**src/rtl/mem_ctrl_pkg.sv**
```systemverilog
// Shared types and helpers for the byte-serial memory controller.
// State encodings, access-size codes and the size-to-length decode.
package mem_ctrl_pkg;

    typedef enum logic [1:0] {
        MC_IDLE,
        MC_IF_RD,
        MC_MEM_RD,
        MC_MEM_WR
    } mc_state_t;

    localparam logic [1:0] CNF_NONE = 2'd0;
    localparam logic [1:0] CNF_B    = 2'd1;
    localparam logic [1:0] CNF_H    = 2'd2;
    localparam logic [1:0] CNF_W    = 2'd3;

    localparam int RAM_DW = 8;

    // Access size code to byte count.
    function automatic logic [2:0] cnf_len(input logic [1:0] cnf);
        logic [2:0] n;
        case (cnf)
            CNF_B:   n = 3'd1;
            CNF_H:   n = 3'd2;
            CNF_W:   n = 3'd4;
            default: n = 3'd0;
        endcase
        return n;
    endfunction

endpackage

```
**src/rtl/mem_ctrl.sv**
```systemverilog
// Memory controller: arbitrates IF fetches and MEM loads/stores onto a
// single byte-wide RAM port, sequencing little-endian byte transfers.
// Ports:
//   clk, rst (sync, active-high), rdy (global freeze when low)
//   if_req/if_addr/if_flush -> if_data/if_done   : instruction fetch
//   addr_mem/wr_mem/data_mem/cnf_mem             : MEM request
//   addr_needed/mem_working/mem_available/data_in: MEM handshake/result
//   ram_din/ram_dout/ram_a/ram_wr                : byte RAM port
module mem_ctrl
    import mem_ctrl_pkg::*;
#(
    parameter int ADDR_WIDTH  = 32,
    parameter int FETCH_BYTES = 4
) (
    input  logic                  clk,
    input  logic                  rst,
    input  logic                  rdy,

    input  logic                  if_req,
    input  logic [ADDR_WIDTH-1:0] if_addr,
    input  logic                  if_flush,
    output logic [31:0]           if_data,
    output logic                  if_done,

    input  logic [ADDR_WIDTH-1:0] addr_mem,
    input  logic                  wr_mem,
    input  logic [31:0]           data_mem,
    input  logic [1:0]            cnf_mem,
    output logic                  addr_needed,
    output logic                  mem_working,
    output logic                  mem_available,
    output logic [31:0]           data_in,

    input  logic [RAM_DW-1:0]     ram_din,
    output logic [RAM_DW-1:0]     ram_dout,
    output logic [ADDR_WIDTH-1:0] ram_a,
    output logic                  ram_wr
);

    localparam logic [2:0] FETCH_N = 3'(FETCH_BYTES);

    mc_state_t             state;
    logic [2:0]            cnt;     // addresses issued so far
    logic [1:0]            rcnt;    // bytes captured so far
    logic [2:0]            n;
    logic                  iss;     // ram_a holds a live read address
    logic                  vld;     // ram_din carries a byte to capture
    logic [ADDR_WIDTH-1:0] addr_q;
    logic [31:0]           wdata_q;
    logic [31:0]           res;
    logic [31:0]           cap;
    logic                  ram_wr_q;

    assign addr_needed = (state == MC_IDLE) && !rst;
    assign ram_wr      = ram_wr_q & rdy;

    // Result with the incoming byte merged at its little-endian slot.
    always_comb begin
        cap = res;
        cap[{rcnt, 3'b000} +: 8] = ram_din;
    end

    always_ff @(posedge clk) begin
        if (rst) begin
            state         <= MC_IDLE;
            cnt           <= '0;
            rcnt          <= '0;
            n             <= '0;
            iss           <= 1'b0;
            vld           <= 1'b0;
            addr_q        <= '0;
            wdata_q       <= '0;
            res           <= '0;
            ram_wr_q      <= 1'b0;
            ram_a         <= '0;
            ram_dout      <= '0;
            if_data       <= '0;
            if_done       <= 1'b0;
            data_in       <= '0;
            mem_available <= 1'b0;
            mem_working   <= 1'b0;
        end else if (rdy) begin
            if_done       <= 1'b0;
            mem_available <= 1'b0;
            unique case (state)
                MC_IDLE: begin
                    if (cnf_mem != CNF_NONE) begin
                        state       <= wr_mem ? MC_MEM_WR : MC_MEM_RD;
                        n           <= cnf_len(cnf_mem);
                        addr_q      <= addr_mem;
                        wdata_q     <= data_mem;
                        cnt         <= 3'd1;
                        rcnt        <= '0;
                        res         <= '0;
                        iss         <= !wr_mem;
                        vld         <= 1'b0;
                        ram_a       <= addr_mem;
                        ram_dout    <= data_mem[7:0];
                        ram_wr_q    <= wr_mem;
                        mem_working <= 1'b1;
                    end else if (if_req && !if_flush) begin
                        state    <= MC_IF_RD;
                        n        <= FETCH_N;
                        addr_q   <= if_addr;
                        cnt      <= 3'd1;
                        rcnt     <= '0;
                        res      <= '0;
                        iss      <= 1'b1;
                        vld      <= 1'b0;
                        ram_a    <= if_addr;
                        ram_wr_q <= 1'b0;
                    end
                end

                MC_IF_RD, MC_MEM_RD: begin
                    if (state == MC_IF_RD && if_flush) begin
                        state <= MC_IDLE;
                        cnt   <= '0;
                        iss   <= 1'b0;
                        vld   <= 1'b0;
                    end else begin
                        // Address issue runs one cycle ahead of capture.
                        vld <= iss;
                        if (cnt < n) begin
                            ram_a <= addr_q + ADDR_WIDTH'(cnt);
                            cnt   <= cnt + 3'd1;
                            iss   <= 1'b1;
                        end else begin
                            iss <= 1'b0;
                        end
                        if (vld) begin
                            res  <= cap;
                            rcnt <= rcnt + 2'd1;
                            if ({1'b0, rcnt} == n - 3'd1) begin
                                state <= MC_IDLE;
                                cnt   <= '0;
                                iss   <= 1'b0;
                                vld   <= 1'b0;
                                if (state == MC_IF_RD) begin
                                    if_data <= cap;
                                    if_done <= 1'b1;
                                end else begin
                                    data_in       <= cap;
                                    mem_available <= 1'b1;
                                    mem_working   <= 1'b0;
                                end
                            end
                        end
                    end
                end

                MC_MEM_WR: begin
                    if (cnt < n) begin
                        ram_a    <= addr_q + ADDR_WIDTH'(cnt);
                        ram_dout <= wdata_q[{cnt[1:0], 3'b000} +: 8];
                        cnt      <= cnt + 3'd1;
                    end else begin
                        ram_wr_q      <= 1'b0;
                        state         <= MC_IDLE;
                        cnt           <= '0;
                        mem_available <= 1'b1;
                        mem_working   <= 1'b0;
                    end
                end

                default: state <= MC_IDLE;
            endcase
        end
    end

endmodule
```
**config.mk**
```make
export PLATFORM = sky130hd
export DESIGN_NAME = mem_ctrl
export DESIGN_NICKNAME = d
export VERILOG_FILES = /design/src/rtl/mem_ctrl_pkg.sv /design/src/rtl/mem_ctrl.sv
export SDC_FILE = /design/constraint.sdc
export NUM_CORES = 1
export LEC_CHECK = 0
export ABC_CLOCK_PERIOD_IN_PS = 4100
export BUFFER_PORTS_ARGS = -buffer_cell sky130_fd_sc_hd__clkbuf_2
export CELL_PAD_IN_SITES_DETAIL_PLACEMENT = 1
export CELL_PAD_IN_SITES_GLOBAL_PLACEMENT = 1
export CORE_MARGIN = 5
export CORE_UTILIZATION = 44
export DETAILED_ROUTE_END_ITERATION = 7
export MAX_ROUTING_LAYER = met4
export PLACE_DENSITY_LB_ADDON = 0.1
export SYNTH_ARGS = -nofsm -noshare
export SYNTH_HDL_FRONTEND = slang
export SYNTH_SLANG_ARGS = --single-unit
```
**constraint.sdc**
```tcl
create_clock -name clk -period 4.1 [get_ports clk]
set_input_delay 0.205 -clock clk [delete_from_list [all_inputs] [get_ports clk]]
set_output_delay 0.205 -clock clk [all_outputs]
set_load 0.05 [all_outputs]
```
==> results.md <==
* Max-Slew Margin vs Limit at 33.1%
* CP Data Arrival Time at 3.30 ns
* Crit path kind: register to register
* Min cycle time layout at between 2 and 3 ns
* GRT overflow at 0
* Number of synthesized flops with an enable pin at 0
* Syn-to-layout area delta at 23.1%
* Final Hold Viols at 0
* Type of the tightest min-delay check: primary input to register
* Clock sinks at 216
* H-tree Lvls at 1
* Fmax at 0.350 GHz
* CTS tree: yes
* Iter 0 DRT Violations at 445
* Final HPWL DP at 21900 um
* Clock slew at reported path FFs at 0.06 ns
* Ys async rst share at 0%
* Worst vdd ir at 0.298 mV
* CTS buffer count at 24
* GPL Wtd Cong at 0.842
* I/O pin total at 221
* Status: finished, final reports clean
* Sequential fraction of the synthesis area at 41.7%
* Initial Util at 44.5%
* CP Capture Type: register
* FP Rows at 56
* Fin Setup TNS at 0 ns
* Tcrit/Tclk final at a little over two thirds
* Main synth FF type: dfxtp_1
* # DRC at 0
* Avg WL per Cell at 18.6 um
* Layout cells sized above 1 at 25.2%
* Clk Latency, worst-skew pair at 0.52 ns
* Final wirelength at 32400 um
* Max-cap violation count at 0
* Pre-antenna DRT Iters at 4
* Worst hold slack at slightly above 0.06 ns
* Yosys reg bits at between 200 and 250
* Post-Syn Area at 0.0104 mm^2
* Vias in the first global route at 10.1k
* Total GRT Usage at roughly a quarter
* Multi-input logic area at roughly 0.0056 mm^2
* Post-Synthesis Cells at between 1k and 1.5k
* Register area at 0.00432 mm^2
* First-pass GRT wire length at approximately 53000 um
* Synth Net Count at 1329
* Initial antenna violation count at 0
* Pin slew with the least headroom to its limit at approximately 1.0 ns
* Die Y at 164 um
* WP data required at ~4.5 ns
* Die X-Extent at 164 um
* Max FO, Critical Path at 8
* Clock tree root driver cell: clkbuf_16
* Pins Over Slew Limit at 0
* CORE AREA at 0.0233 mm^2
* Unrepaired setup endpoints after global routing: no
* Die area at roughly 0.027 mm^2
* Cell Pwr Density at 477 mW/mm^2
* Filler cells at about 2.8k
* Largest net degree at the start of global routing at 79
* Via count at 9621
* Via density at 5.53
* Leakage at roughly 0.0048 uW
* Syn. warnings at 0
* Synthesized area per cell at around 8.7 um^2
* Final setup viols at 0
* Skew final at 0.0146 ns
* # diodes at 0
* Launching element type of the critical path: register
* Clock Path Buffers at 3
* Library cells used by synthesis at approximately 70
* Final net count at 1537
* Routed Antenna Nets at 0
* IO buf count at 220
## power by group
group | switching [uW] | internal [uW] | total [uW]
clock | 863 | 1340 | 2200
combinational | 1040 | 442 | 1480
sequential | 147 | 2270 | 2420
## repair_timing
action                                 CTS  global route
buffers inserted                         0             0
hold buffers                            32             0
endpoints found under the hold margin   32             0
gates resized for setup                  0             0
## layout by cell type (no fill, tap or decap), types with 6 or more instances in the layout
cell type,instances
nor3_1,15
clkbuf_16,25
buf_4,19
a211oi_2,47
or3_1,36
and3_1,6
nand2_1,160
nor4_1,12
mux2i_1,35
mux4_2,8
dlygate4sd3_1,32
o21a_1,6
a21oi_1,136
nor2b_1,41
a211oi_1,52
nor2_2,10
inv_1,21
nand4_1,7
xnor2_1,19
o21ai_0,16
o211ai_1,13
clkbuf_1,9
clkbuf_2,219
dfxtp_1,216
nand3_1,23
a311oi_1,10
ha_1,18
nor2_1,112
## worst paths after layout
kind,start,to,slack (ns),cells after the start
setup / recovery,rcnt[0]$_SDFFE_PP0P_,res[9]$_SDFFE_PP0P_,1.24,7
hold / removal,wr_mem,ram_wr_q$_SDFFE_PP0P_,0.06,3
setup reg to reg,rcnt[0]$_SDFFE_PP0P_,res[9]$_SDFFE_PP0P_,1.24,7
hold reg to reg,res[26]$_SDFFE_PP0P_,res[26]$_SDFFE_PP0P_,0.45,2
## state kept, by name, summed over array words and instances (netlist names)
signal / cells
addr_q: 32
data_in: 32
state: 2
vld: 1
ram_a: 32
rcnt: 2
n: 3
wdata_q: 32
mem_available: 1
if_data: 32
res: 32
iss: 1
ram_dout: 8
mem_working: 1
cnt: 3
if_done: 1
ram_wr_q: 1
## final cells by class
type,count,share of cell area [%]
inverters,24,0.705
clock inverters,5,0.588
multi-input cells,866,43.6
well taps,319,3.12
clock buffers,39,5.70
flip-flops and latches,216,33.9
repair buffers,272,12.4
## per-layer routing
metal,routed length (um),share of wire [%],global-route usage (%),up-vias
li1,-,-,-,4702
met4,830,2.6,7.62,0
met5,0,0,-,-
met3,1300,4.0,3.03,56
met1,14100,44,30.2,4649
met2,16100,50,42.3,214
## per-stage QoR
stage / power, uW / utilization [%] / worst slack [ns] / area (um^2) / instances
2_1_floorplan: 3460 / - / 1.49 / 10400 / 1196
3_3_place_gp: 3880 / 49.9 / 1.39 / 11600 / 1665
3_5_place_dp: 3910 / 49.9 / 1.27 / 11600 / 1665
4_1_cts: 6160 / 54.7 / 1.25 / 12800 / 1741
5_1_grt: 6410 / 54.7 / 1.05 / 12800 / 1741
6_report: 6100 / 54.7 / 1.24 / 12800 / 1741
## cell families after synthesis
| family | share of synthesized area, % |
|---|---|
| AND/OR/NAND/NOR | 20.5 |
| multiplexers | 5.66 |
| XOR/XNOR | 1.86 |
| flip-flops | 41.7 |
| AO/OA/AOI/OAI | 22.8 |
| buffers and inverters | 4.81 |
| adder cells (fa/ha/maj) | 2.61 |
## cell usage after synthesis, types with 20 or more instances
library cell	instances	area share [%]
nor2b_1	41	2.5
a211oi_1	52	3.8
clkbuf_1	59	2.1
inv_1	21	0.76
nand2_1	160	5.8
nor2_1	113	4.1
dfxtp_1	216	42
or3_1	36	2.2
a211oi_2	47	5.7
mux2i_1	35	3.4
nand3_1	23	1.1
ha_1	20	2.4
a21oi_1	136	6.6
## worst max-delay path, cell delays in order (launching register included)
cell,delay (ns)
dfxtp_1,0.46
inv_1,0.19
ha_1,0.42
nand2_1,0.07
nor3_1,0.77
a21oi_1,0.32
or3_1,0.39
a21oi_1,0.17
Note: power is estimated with default switching activity, not from simulation.
